File: config.mk
export PLATFORM = sky130hd
export DESIGN_NAME = rom_arbiter
export DESIGN_NICKNAME = d
export VERILOG_FILES = /design/src/rtl/rom_arbiter.sv
export SDC_FILE = /design/constraint.sdc
export NUM_CORES = 1
export LEC_CHECK = 0
export BUFFER_PORTS_ARGS = -buffer_cell sky130_fd_sc_hd__buf_2
export CAP_MARGIN = 15
export CORE_MARGIN = 1.5
export CORE_UTILIZATION = 52
export CTS_CLUSTER_SIZE = 30
export DETAILED_ROUTE_END_ITERATION = 10
export PLACE_DENSITY = 0.85
export REMOVE_ABC_BUFFERS = 1
export SKIP_LAST_GASP = 1
export SLEW_MARGIN = 20
export SYNTH_ARGS = -nofsm -noshare
export SYNTH_HDL_FRONTEND = slang
export SYNTH_SLANG_ARGS = --single-unit
File: constraint.sdc
create_clock -name clk -period 2.26 [get_ports clk]
set_input_delay 0.113 -clock clk [delete_from_list [all_inputs] [get_ports clk]]
set_output_delay 0.113 -clock clk [all_outputs]
set_load 0.1 [all_outputs]
File: src/rtl/rom_arbiter.sv
// rom_arbiter: shares one combinational ROM read port between instruction
// fetch and data load. Fetch wins ties, a saturating starvation counter
// forces a waiting load through, and faulting addresses return err with
// zero data instead of ROM contents.
//
// Handshake: a requester raises *_req with a stable *_addr and holds both
// until it sees *_gnt high in the same cycle; the grant is combinational.
// Nothing is buffered, so an ungranted request is re-arbitrated every cycle.
// The response (*_rvalid, *_rdata, *_err) is registered and appears exactly
// one cycle after the grant, as a single-cycle rvalid pulse.
module rom_arbiter #(
  parameter int ADDR_W     = 12,
  parameter int DATA_W     = 32,
  parameter int ROM_WORDS  = 128,
  parameter int STARVE_MAX = 4
) (
  input  logic              clk,
  input  logic              reset,
  input  logic              if_req,
  input  logic [ADDR_W-1:0] if_addr,
  output logic              if_gnt,
  output logic              if_rvalid,
  output logic [DATA_W-1:0] if_rdata,
  output logic              if_err,
  input  logic              ld_req,
  input  logic [ADDR_W-1:0] ld_addr,
  output logic              ld_gnt,
  output logic              ld_rvalid,
  output logic [DATA_W-1:0] ld_rdata,
  output logic              ld_err,
  output logic [ADDR_W-1:0] rom_addr,
  input  logic [DATA_W-1:0] rom_inst
);

  localparam int CNT_W    = $clog2(STARVE_MAX + 1);
  localparam int ROM_SIZE = 4 * ROM_WORDS;
  localparam logic [ADDR_W:0]  ROM_BYTES = (ADDR_W + 1)'(ROM_SIZE);
  localparam logic [CNT_W-1:0] CNT_MAX   = CNT_W'(STARVE_MAX);

  logic [CNT_W-1:0] starve_cnt;
  logic             force_ld;
  logic             if_fault;
  logic             ld_fault;

  // A fault is either past the end of the ROM or not word aligned; the
  // extra top bit keeps the range compare safe when the ROM fills ADDR_W.
  assign if_fault = ({1'b0, if_addr} >= ROM_BYTES) || (if_addr[1:0] != 2'b00);
  assign ld_fault = ({1'b0, ld_addr} >= ROM_BYTES) || (ld_addr[1:0] != 2'b00);

  // A load that has been denied STARVE_MAX times in a row beats fetch.
  assign force_ld = ld_req && (starve_cnt == CNT_MAX);

  // Grant selection and ROM address mux; reset suppresses all grants.
  always_comb begin
    if_gnt   = 1'b0;
    ld_gnt   = 1'b0;
    rom_addr = '0;
    if (!reset) begin
      if (force_ld) begin
        ld_gnt   = 1'b1;
        rom_addr = ld_addr;
      end else if (if_req) begin
        if_gnt   = 1'b1;
        rom_addr = if_addr;
      end else if (ld_req) begin
        ld_gnt   = 1'b1;
        rom_addr = ld_addr;
      end
    end
  end

  // Starvation counter: counts consecutive denied load cycles, saturating.
  always_ff @(posedge clk) begin
    if (reset) begin
      starve_cnt <= '0;
    end else if (ld_gnt || !ld_req) begin
      starve_cnt <= '0;
    end else if (starve_cnt != CNT_MAX) begin
      starve_cnt <= starve_cnt + 1'b1;
    end
  end

  // Fetch response: capture ROM data on grant; rdata/err hold otherwise.
  always_ff @(posedge clk) begin
    if (reset) begin
      if_rvalid <= 1'b0;
      if_rdata  <= '0;
      if_err    <= 1'b0;
    end else begin
      if_rvalid <= if_gnt;
      if (if_gnt) begin
        if_rdata <= if_fault ? '0 : rom_inst;
        if_err   <= if_fault;
      end
    end
  end

  // Load response: same capture rule as fetch, on the load grant.
  always_ff @(posedge clk) begin
    if (reset) begin
      ld_rvalid <= 1'b0;
      ld_rdata  <= '0;
      ld_err    <= 1'b0;
    end else begin
      ld_rvalid <= ld_gnt;
      if (ld_gnt) begin
        ld_rdata <= ld_fault ? '0 : rom_inst;
        ld_err   <= ld_fault;
      end
    end
  end

endmodule

==> flow_metrics.tcl, run 1 <==
set metrics [dict create \
    outcome "complete, no violations" \
    gp_congestion 0.7664 \
    detail_route.vias_per_cell 5.732 \
    placed_cell_area_um2 4349 \
    largest_fanout_on_the_critical_path 13 \
    report.final.setup_viol 0 \
    fp.dieW_um 84.67 \
    dr_total_vias 3525 \
    power-per-cell-area_nw_per_um2 637.8 \
    route.detailed.drc 0 \
    drtIter0Drc 262 \
    synth.distinct_cells 33 \
    ys_ff_latch 71 \
    final_stage_net_count 595 \
    synth-edff-count 0 \
    critPathKind "reg2out" \
    post-synth-top-area-fraction_pct 40.98 \
    cp_data_arrival_time_ns 1.98 \
    clock_sinks 71 \
    design_area_um2 4745 \
    vdd_drop_max_v 0.0006039 \
    numCtsBuffers 9 \
    p_comb_share_pct 17.2 \
    critical_path.endpoint_type "output port" \
    floorplan.core_area_um2 6386 \
    first_pass_iters 5 \
    total_switching_power_mw 0.8380 \
    clock.fmax_mhz 476.8 \
    layout-area-overhead-vs-synth_pct 36.80 \
    die_height_um 84.67 \
    final_max_slew_viol_count 0 \
    design.die.area_um2 7169 \
    synthTopCellsByArea "sky130_fd_sc_hd__dfxtp_1, sky130_fd_sc_hd__and2_1, sky130_fd_sc_hd__nand4_1, sky130_fd_sc_hd__a21oi_1, sky130_fd_sc_hd__o21ai_0" \
    antenna_found_initial 0 \
    setup_tns_ns 0 \
    seqPwrFrac_pct 41.8 \
    layout-drive-gt1-share_pct 37.73 \
    grt_setup_unrepaired "false" \
    power.share.switching_pct 27.69 \
    min_path_type "in2reg" \
    post-synth-top-area-cell "sky130_fd_sc_hd__dfxtp_1" \
    clkPwrFrac_pct 41.1 \
    synth_area_per_cell_um2 8.781 \
    layout.cells.most_common_list "sky130_fd_sc_hd__buf_2, sky130_fd_sc_hd__dfxtp_1, sky130_fd_sc_hd__a21oi_1, sky130_fd_sc_hd__and2_1, sky130_fd_sc_hd__o21ai_0" \
    detailed_place_hpwl_um 6727 \
    internal_power_mw 2.188 \
    insertedDiodeCount 0 \
    skew_ns 0.007456 \
    std_cell_rows 29 \
    cellLeakagePower_nw 1.990 \
    global_route_wire_length_before_repair_um 16440 \
    commonest_register_cell_after_synthesis "sky130_fd_sc_hd__dfxtp_1" \
    cts_setup_buffers 0 \
    pre_cts_slack_ns 0.5357 \
    first_global_vias 3367 \
    clk_pin_slew_worst_paths_ns 0.08 \
    grt.total_usage_pct 28.57 \
    ys_seq_area_share_pct 40.98 \
    worst_slack_ns 0.1628 \
    layout_commonest_cell "sky130_fd_sc_hd__buf_2" \
    yosys_warnings 0 \
    grt_start_max_net_pins 40 \
    final_hold_viol_count 0 \
    finalWorstPathRequiredPeriod_ns 2.097 \
    start_kind "flip-flop" \
    drtAntennaViolNets 0 \
    portBuffers 141 \
    crit_required_ns 2.15 \
    cts_root_buffer "sky130_fd_sc_hd__clkbuf_8" \
    clock_tree.htree_level_count 3 \
    layout_worst_path_cycle_share_pct 92.80 \
    post_synth_instance_area_um2 3468 \
    timing_worst_slew_pin_value_ns 0.8576 \
    ioPinCount 142 \
    cts_tree "done" \
    source_to_sink_clock_delay_at_the_later_pin_of_the_worst_skew_pair_ns 0.35 \
    ctsLongestPathBuffers 2 \
    postSynth.asyncResetShare_pct 0 \
    grt_overflow 0 \
    synthesis.instances 395 \
    relSlewSlack_pct 42.77 \
    wl_per_cell_um 16.42 \
    max-cap-violations 0 \
    start_util_pct 54.31 \
    postRouteWirelength_um 10100 \
]
[metal layers]
| layer | part of all wire (%) | wire length (µm) | global-route usage (%) | up-vias |
|---|---|---|---|---|
| met1 | 40 | 4047 | 34.05 | 1628 |
| met5 | 0 | 0 | 0 | - |
| met2 | 50 | 5067 | 49.78 | 161 |
| li1 | - | - | - | 1711 |
| met3 | 7.4 | 744 | 8.358 | 25 |
| met4 | 2.3 | 236 | 8.504 | 0 |
[stage by stage]
| step | utilization [%] | hold slack, ns | std cells | total power [mW] |
|---|---|---|---|---|
| global route | 74.29 | 0.001249 | 615 | 3.118 |
| CTS | 74.29 | 0.002976 | 615 | 3.026 |
| detailed placement | 68.10 | 0.3480 | 584 | 1.787 |
| global placement | 68.10 | 0.3460 | 584 | 1.782 |
| finish | 74.29 | 0.007124 | 615 | 3.026 |
| floorplan | - | 0.1821 | 348 | 1.567 |
[power by group through the flow]
| stage | sequential [mW] | combinational [mW] | clock [mW] |
|---|---|---|---|
| 2_1_floorplan | 1.36 | 0.210 | 0 |
| 3_3_place_gp | 1.29 | 0.489 | 0 |
| 3_5_place_dp | 1.29 | 0.493 | 0 |
| 4_1_cts | 1.26 | 0.515 | 1.25 |
| 5_1_grt | 1.26 | 0.546 | 1.31 |
| 6_report | 1.26 | 0.519 | 1.24 |
[what timing repair did]
action,in CTS,in global routing
hold endpoints to repair,15,0
hold buffers,15,0
resized for setup,0,0
[final timing paths]
| check | from | slack, ns | depth (start not counted) | endpoint |
|---|---|---|---|---|
| setup / recovery | starve_cnt[0] | 0.16 | 5 | if_gnt |
| hold / removal | rom_inst[6] | 0.007 | 2 | ld_rdata[6] |
| setup reg to reg | starve_cnt[0] | 0.59 | 6 | ld_rdata[10] |
| hold reg to reg | starve_cnt[0] | 0.47 | 1 | starve_cnt[0] |
[cell usage after synthesis (12+ instances only)]
| cell type | number |
|---|---|
| sky130_fd_sc_hd__a21oi_1 | 44 |
| sky130_fd_sc_hd__dfxtp_1 | 71 |
| sky130_fd_sc_hd__a22o_1 | 12 |
| sky130_fd_sc_hd__inv_1 | 26 |
| sky130_fd_sc_hd__clkbuf_1 | 22 |
| sky130_fd_sc_hd__buf_2 | 15 |
| sky130_fd_sc_hd__a31o_1 | 17 |
| sky130_fd_sc_hd__o21ai_0 | 43 |
| sky130_fd_sc_hd__and2_1 | 43 |
| sky130_fd_sc_hd__a211oi_2 | 17 |
| sky130_fd_sc_hd__nand4_1 | 42 |
[cell families after synthesis]
logic type | Yosys count | synth area share, %
DFF | 71 | 40.98
and+or+nand+nor | 101 | 18.40
adders and majority gates | 2 | 0.7214
AOI/OAI and AO/OA | 147 | 29.47
buffers and inverters | 74 | 10.43
[registers in the layout, indices dropped and copies added, names as in the netlist]
| signal | flops |
|---|---|
| if_rdata | 32 |
| ld_rdata | 32 |
| starve_cnt | 3 |
| ld_rvalid | 1 |
| if_err | 1 |
| if_rvalid | 1 |
| ld_err | 1 |
[critical path, stage by stage, from the launching register on]
cell	delay, ns
sky130_fd_sc_hd__dfxtp_1	0.36
sky130_fd_sc_hd__inv_1	0.05
sky130_fd_sc_hd__ha_1	0.25
sky130_fd_sc_hd__and3_1	0.22
sky130_fd_sc_hd__nor2_4	0.28
sky130_fd_sc_hd__buf_2	0.49
[area by class of cell]
class / instances / area (µm²)
Sequential cell: 71 / 1421
Multi-Input combinational cell: 250 / 1694
Timing Repair Buffer: 174 / 1186
Fill cell: 487 / 1642
Inverter: 27 / 101.3
Tap cell: 77 / 96.34
Clock buffer: 10 / 137.6
Clock inverter: 6 / 107.6
No activity file was read; power rests on OpenSTA's default activity.
==> inputs of run 2 (changes only) <==
- RECOVER_POWER: default -> 50
==> run 2 against run 1 <==
  * Final area fell by 1.9%
  * Power shrank 0.33%
  * First-iteration DRC count down 3.1%
  * Global-route usage unchanged
  * Clock skew is 0.00090 ns higher
  * Highest routed layer unchanged
==> flow_metrics.tcl, run 2 (same netlist as run 1, synthesis figures left out) <==
set metrics [dict create \
    placed_cells 584 \
    die_height_um 84.67 \
    n_fill_cell 527 \
    worst_slack_ns 0.1551 \
    clock_sinks 71 \
    ctsLongestPathBuffers 2 \
    layout_commonest_cell "sky130_fd_sc_hd__dfxtp_1" \
    outcome "complete, no violations" \
    grt_start_max_net_pins 40 \
    reg.largest.list "if_rdata: 32 flops, ld_rdata: 32 flops, starve_cnt: 3 flops" \
    design_area_um2 4656 \
    finalWorstPathRequiredPeriod_ns 2.105 \
    floorplan.core_area_um2 6386 \
    start_util_pct 54.31 \
    ioPinCount 142 \
    ff_latch_area_um2 1421 \
    skew_ns 0.008352 \
    final-instance-count-excl-fill 615 \
    first_pass_iters 5 \
    clock.fmax_mhz 475.1 \
    vdd_drop_max_v 0.0006013 \
    critPathKind "reg2out" \
    grt_setup_unrepaired "false" \
    portBuffers 141 \
    cts_root_buffer "sky130_fd_sc_hd__clkbuf_8" \
    grt.total_usage_pct 28.57 \
    placed_cell_area_um2 4349 \
    largest_fanout_on_the_critical_path 14 \
    clk_pin_slew_worst_paths_ns 0.07 \
    critical_path.endpoint_type "output port" \
    clock_tree.htree_level_count 3 \
    detail_route.vias_per_cell 5.685 \
    report.final.setup_viol 0 \
    power-per-cell-area_nw_per_um2 647.9 \
    drtAntennaViolNets 0 \
    post-layout-total-power_mw 3.016 \
    cts_tree "done" \
    total_switching_power_mw 0.8315 \
    seqPwrFrac_pct 41.9 \
    min_path_type "in2reg" \
    start_kind "flip-flop" \
    std_cell_rows 29 \
    dr_total_vias 3496 \
    crit_required_ns 2.15 \
    gp_congestion 0.7664 \
    final_max_slew_viol_count 0 \
    drtIter0Drc 254 \
    layout_worst_path_cycle_share_pct 93.14 \
    fp.dieW_um 84.67 \
    insertedDiodeCount 0 \
    postRouteWirelength_um 10070 \
    global_route_wire_length_before_repair_um 16440 \
    area_of_the_multi_input_gates_um2 1694 \
    max-cap-violations 0 \
    power.share.switching_pct 27.56 \
    layout.cells.most_common_list "sky130_fd_sc_hd__dfxtp_1, sky130_fd_sc_hd__clkbuf_1, sky130_fd_sc_hd__buf_2, sky130_fd_sc_hd__a21oi_1" \
    grt_overflow 0 \
    wl_per_cell_um 16.38 \
    timing_worst_slew_pin_value_ns 1.216 \
    cp_data_arrival_time_ns 1.99 \
    antenna_found_initial 0 \
    clkPwrFrac_pct 41.0 \
    setup_tns_ns 0 \
    final_stage_net_count 595 \
    layout-drive-gt1-share_pct 24.91 \
    route.detailed.drc 0 \
    p_comb_share_pct 17.1 \
    design.die.area_um2 7169 \
    source_to_sink_clock_delay_at_the_later_pin_of_the_worst_skew_pair_ns 0.35 \
    numCtsBuffers 9 \
    final_hold_viol_count 0 \
    first_global_vias 3367 \
    detailed_place_hpwl_um 6727 \
    pre_cts_slack_ns 0.5357 \
    relSlewSlack_pct 19.27 \
    cellLeakagePower_nw 1.689 \
    layout-area-overhead-vs-synth_pct 34.24 \
    internal_power_mw 2.185 \
]
==> run 2: cell types whose count changed in the layout (fill, tap and decap cells not counted) <==
cell / change
sky130_fd_sc_hd__buf_2: -68
sky130_fd_sc_hd__buf_4: -1
sky130_fd_sc_hd__clkbuf_1: +69
==> run 2: worst paths after layout <==
| kind | from | end | slack [ns] | cells past startpoint |
|---|---|---|---|---|
| min reg2reg | starve_cnt[0] | starve_cnt[0] | 0.46 | 1 |
| max | starve_cnt[0] | ld_gnt | 0.16 | 6 |
| max reg2reg | starve_cnt[0] | ld_rdata[31] | 0.58 | 6 |
| min | rom_inst[15] | ld_rdata[15] | 0.01 | 2 |
==> run 2: worst max-delay path, stage by stage (launching register included) <==
cell and delay, ns:
sky130_fd_sc_hd__dfxtp_1 0.33, sky130_fd_sc_hd__inv_1 0.06, sky130_fd_sc_hd__ha_1 0.23, sky130_fd_sc_hd__a21boi_2 0.10, sky130_fd_sc_hd__nor3_4 0.42, sky130_fd_sc_hd__buf_4 0.32, sky130_fd_sc_hd__buf_12 0.20
==> run 2: area by class of cell <==
| class | count | area share (%) |
|---|---|---|
| multi-input cells | 250 | 36.39 |
| flip-flops and latches | 71 | 30.53 |
| repair buffers | 174 | 23.57 |
| clock buffers | 10 | 2.956 |
| clock inverters | 6 | 2.311 |
| inverters | 27 | 2.177 |
| well taps | 77 | 2.069 |
==> run 2: through the flow <==
| step | hold WS [ns] | utilization [%] |
|---|---|---|
| 2_1_floorplan | 0.1821 | - |
| 6_report | 0.009884 | 72.90 |
| 3_3_place_gp | 0.3460 | 68.10 |
| 5_1_grt | 0.001249 | 72.90 |
| 4_1_cts | 0.002976 | 74.29 |
| 3_5_place_dp | 0.3480 | 68.10 |
==> run 2: layer usage <==
layer  share of wire [%]  GRT usage (%)  up-vias
met2                  50          49.78      146
li1                    -              -     1711
met3                 7.4          8.358       20
met1                  40          34.05     1619
met4                 1.8          8.504        0
met5                   0              0        -
==> run 2: repair_timing <==
item | CTS | global route
hold buffers | 15 | 0
setup buffers | 0 | 0
setup endpoints to repair | 0 | 0
gates resized for setup | 0 | 0
endpoints found under the hold margin | 15 | 0
==> run 2: power groups by stage <==
stage | sequential, mW | combinational (mW) | clock [mW]
after global routing | 1.27 | 0.542 | 1.31
after detailed placement | 1.29 | 0.493 | 0
after CTS | 1.26 | 0.515 | 1.25
after global placement | 1.29 | 0.489 | 0
after floorplan | 1.36 | 0.210 | 0
final | 1.26 | 0.515 | 1.24
==> inputs of run 3 (changes only) <==
- CORE_ASPECT_RATIO: default -> 0.8
==> run 3 against run 2 <==
  * Maximum frequency is 1.2% lower
  * Register-to-register slack worse by 0.29 ns
  * Final cell count is 1.8% higher
  * Worst hold slack worse by 0.0056 ns
  * Combinational power is 2% higher
  * Die area hardly changed
  * Routed wire length is 2.2% higher
  * Critical endpoint is now if_gnt
  * Largest cell class unchanged
==> flow_metrics.tcl, run 3 (same netlist as run 1, synthesis figures left out) <==
set metrics [dict create \
    worst_hold_slack_ns 0.004320 \
    clock_sinks 71 \
    final_hold_viol_count 0 \
    drtIter0Drc 182 \
    numCtsBuffers 9 \
    outcome "complete, no violations" \
    cts_root_buffer "sky130_fd_sc_hd__clkbuf_8" \
    layout-area-overhead-vs-synth_pct 34.67 \
    layout-drive-gt1-share_pct 24.54 \
    largest_fanout_on_the_critical_path 13 \
    dr_total_vias 3594 \
    power-per-cell-area_nw_per_um2 616.8 \
    ioPinCount 142 \
    first_global_vias 3493 \
    grt.total_usage_pct 29.27 \
    layout_worst_path_cycle_share_pct 94.29 \
    max-cap-violations 0 \
    setup_tns_ns 0 \
    clock.fmax_mhz 469.3 \
    source_to_sink_clock_delay_at_the_later_pin_of_the_worst_skew_pair_ns 0.36 \
    layout.cells.most_common_list "sky130_fd_sc_hd__dfxtp_1, sky130_fd_sc_hd__clkbuf_1, sky130_fd_sc_hd__buf_2, sky130_fd_sc_hd__a21oi_1" \
    clock_tree.htree_level_count 3 \
    fp.dieW_um 94.31 \
    design_area_um2 4671 \
    postRouteWirelength_um 10290 \
    wl_per_cell_um 16.44 \
    final_max_slew_viol_count 0 \
    start_util_pct 54.12 \
    skew_ns 0.01217 \
    final-instance-count-excl-fill 626 \
    detail_route.vias_per_cell 5.741 \
    first_pass_iters 5 \
    ff_latch_area_um2 1421 \
    ctsLongestPathBuffers 2 \
    grt_start_max_net_pins 37 \
    detailed_place_hpwl_um 6634 \
    die_height_um 76.05 \
    critical_path.endpoint_type "output port" \
    floorplan.core_area_um2 6409 \
    whs_path_depth 2 \
    placed_cells 589 \
    timing_worst_slew_pin_value_ns 1.210 \
    n_fill_cell 525 \
    clk_pin_slew_worst_paths_ns 0.08 \
    global_route_wire_length_before_repair_um 16670 \
    route.detailed.drc 0 \
    portBuffers 141 \
    crit_required_ns 2.15 \
    final_stage_net_count 599 \
    relSlewSlack_pct 19.71 \
    reg.largest.list "if_rdata: 32 flops, ld_rdata: 32 flops, starve_cnt: 3 flops" \
    design.die.area_um2 7172 \
    gp_congestion 0.7995 \
    cellLeakagePower_nw 1.680 \
    cp_data_arrival_time_ns 2.02 \
    min_path_type "in2reg" \
    placed_cell_area_um2 4343 \
    antenna_found_initial 0 \
    vdd_drop_max_v 0.0003779 \
    drtAntennaViolNets 0 \
    finalWorstPathRequiredPeriod_ns 2.131 \
    grt_overflow 0 \
    insertedDiodeCount 0 \
    cts-resized-gates 0 \
    critPathKind "reg2out" \
    std_cell_rows 26 \
    final_core_utilization_pct 72.88 \
    area_of_the_multi_input_gates_um2 1694 \
    layout_commonest_cell "sky130_fd_sc_hd__dfxtp_1" \
    grt_setup_unrepaired "false" \
    report.final.setup_viol 0 \
    start_kind "flip-flop" \
    rr_worst_depth 6 \
    cts_tree "done" \
]
[run 3: stage by stage]
step           power, mW  setup slack, ns
6_report           2.881           0.1290
2_1_floorplan      1.567          -0.7927
4_1_cts            2.882          0.06158
3_5_place_dp       1.788           0.4509
5_1_grt            2.958          0.06046
3_3_place_gp       1.781           0.5083
[run 3: what timing repair did]
item,4_1_cts,5_1_grt
buffers inserted,0,2
endpoints found under the setup margin,0,1
hold endpoints to repair,19,0
hold buffers,19,0
[run 3: path summary, 6_finish.rpt]
path                  from  slack [ns]             to
min           rom_inst[18]       0.004   ld_rdata[18]
max reg2reg  starve_cnt[0]        0.29         ld_err
max          starve_cnt[0]        0.13         if_gnt
min reg2reg  starve_cnt[0]        0.47  starve_cnt[0]
[run 3: routing by layer]
layer / track usage [%] / up-vias / wire, µm / share of wire [%]
met5: 0 / - / 0 / 0
met3: 8.583 / 25 / 1016 / 9.9
met2: 47.12 / 169 / 4888 / 47
met4: 12.69 / 0 / 236 / 2.3
li1: - / 1714 / - / -
met1: 36.12 / 1686 / 4150 / 40
[run 3: worst max-delay path: stages, from the launching register on]
cell and delay, ns:
sky130_fd_sc_hd__dfxtp_1 0.36, sky130_fd_sc_hd__inv_1 0.05, sky130_fd_sc_hd__ha_1 0.24, sky130_fd_sc_hd__and3_1 0.22, sky130_fd_sc_hd__nor2_4 0.30, sky130_fd_sc_hd__buf_2 0.49
[run 3: cell type report]
cell class / instances / area share [%]
clock buffers: 12 / 3.536
clock inverters: 4 / 1.125
inverters: 27 / 2.170
multi-input cells: 250 / 36.27
flip-flops and latches: 71 / 30.43
well taps: 84 / 2.250
repair buffers: 178 / 24.22
[run 3: power by group]
part           total (mW)  internal, mW  switching (mW)
clock                1.09         0.600           0.493
sequential           1.26          1.26         0.00502
combinational       0.524         0.170           0.354
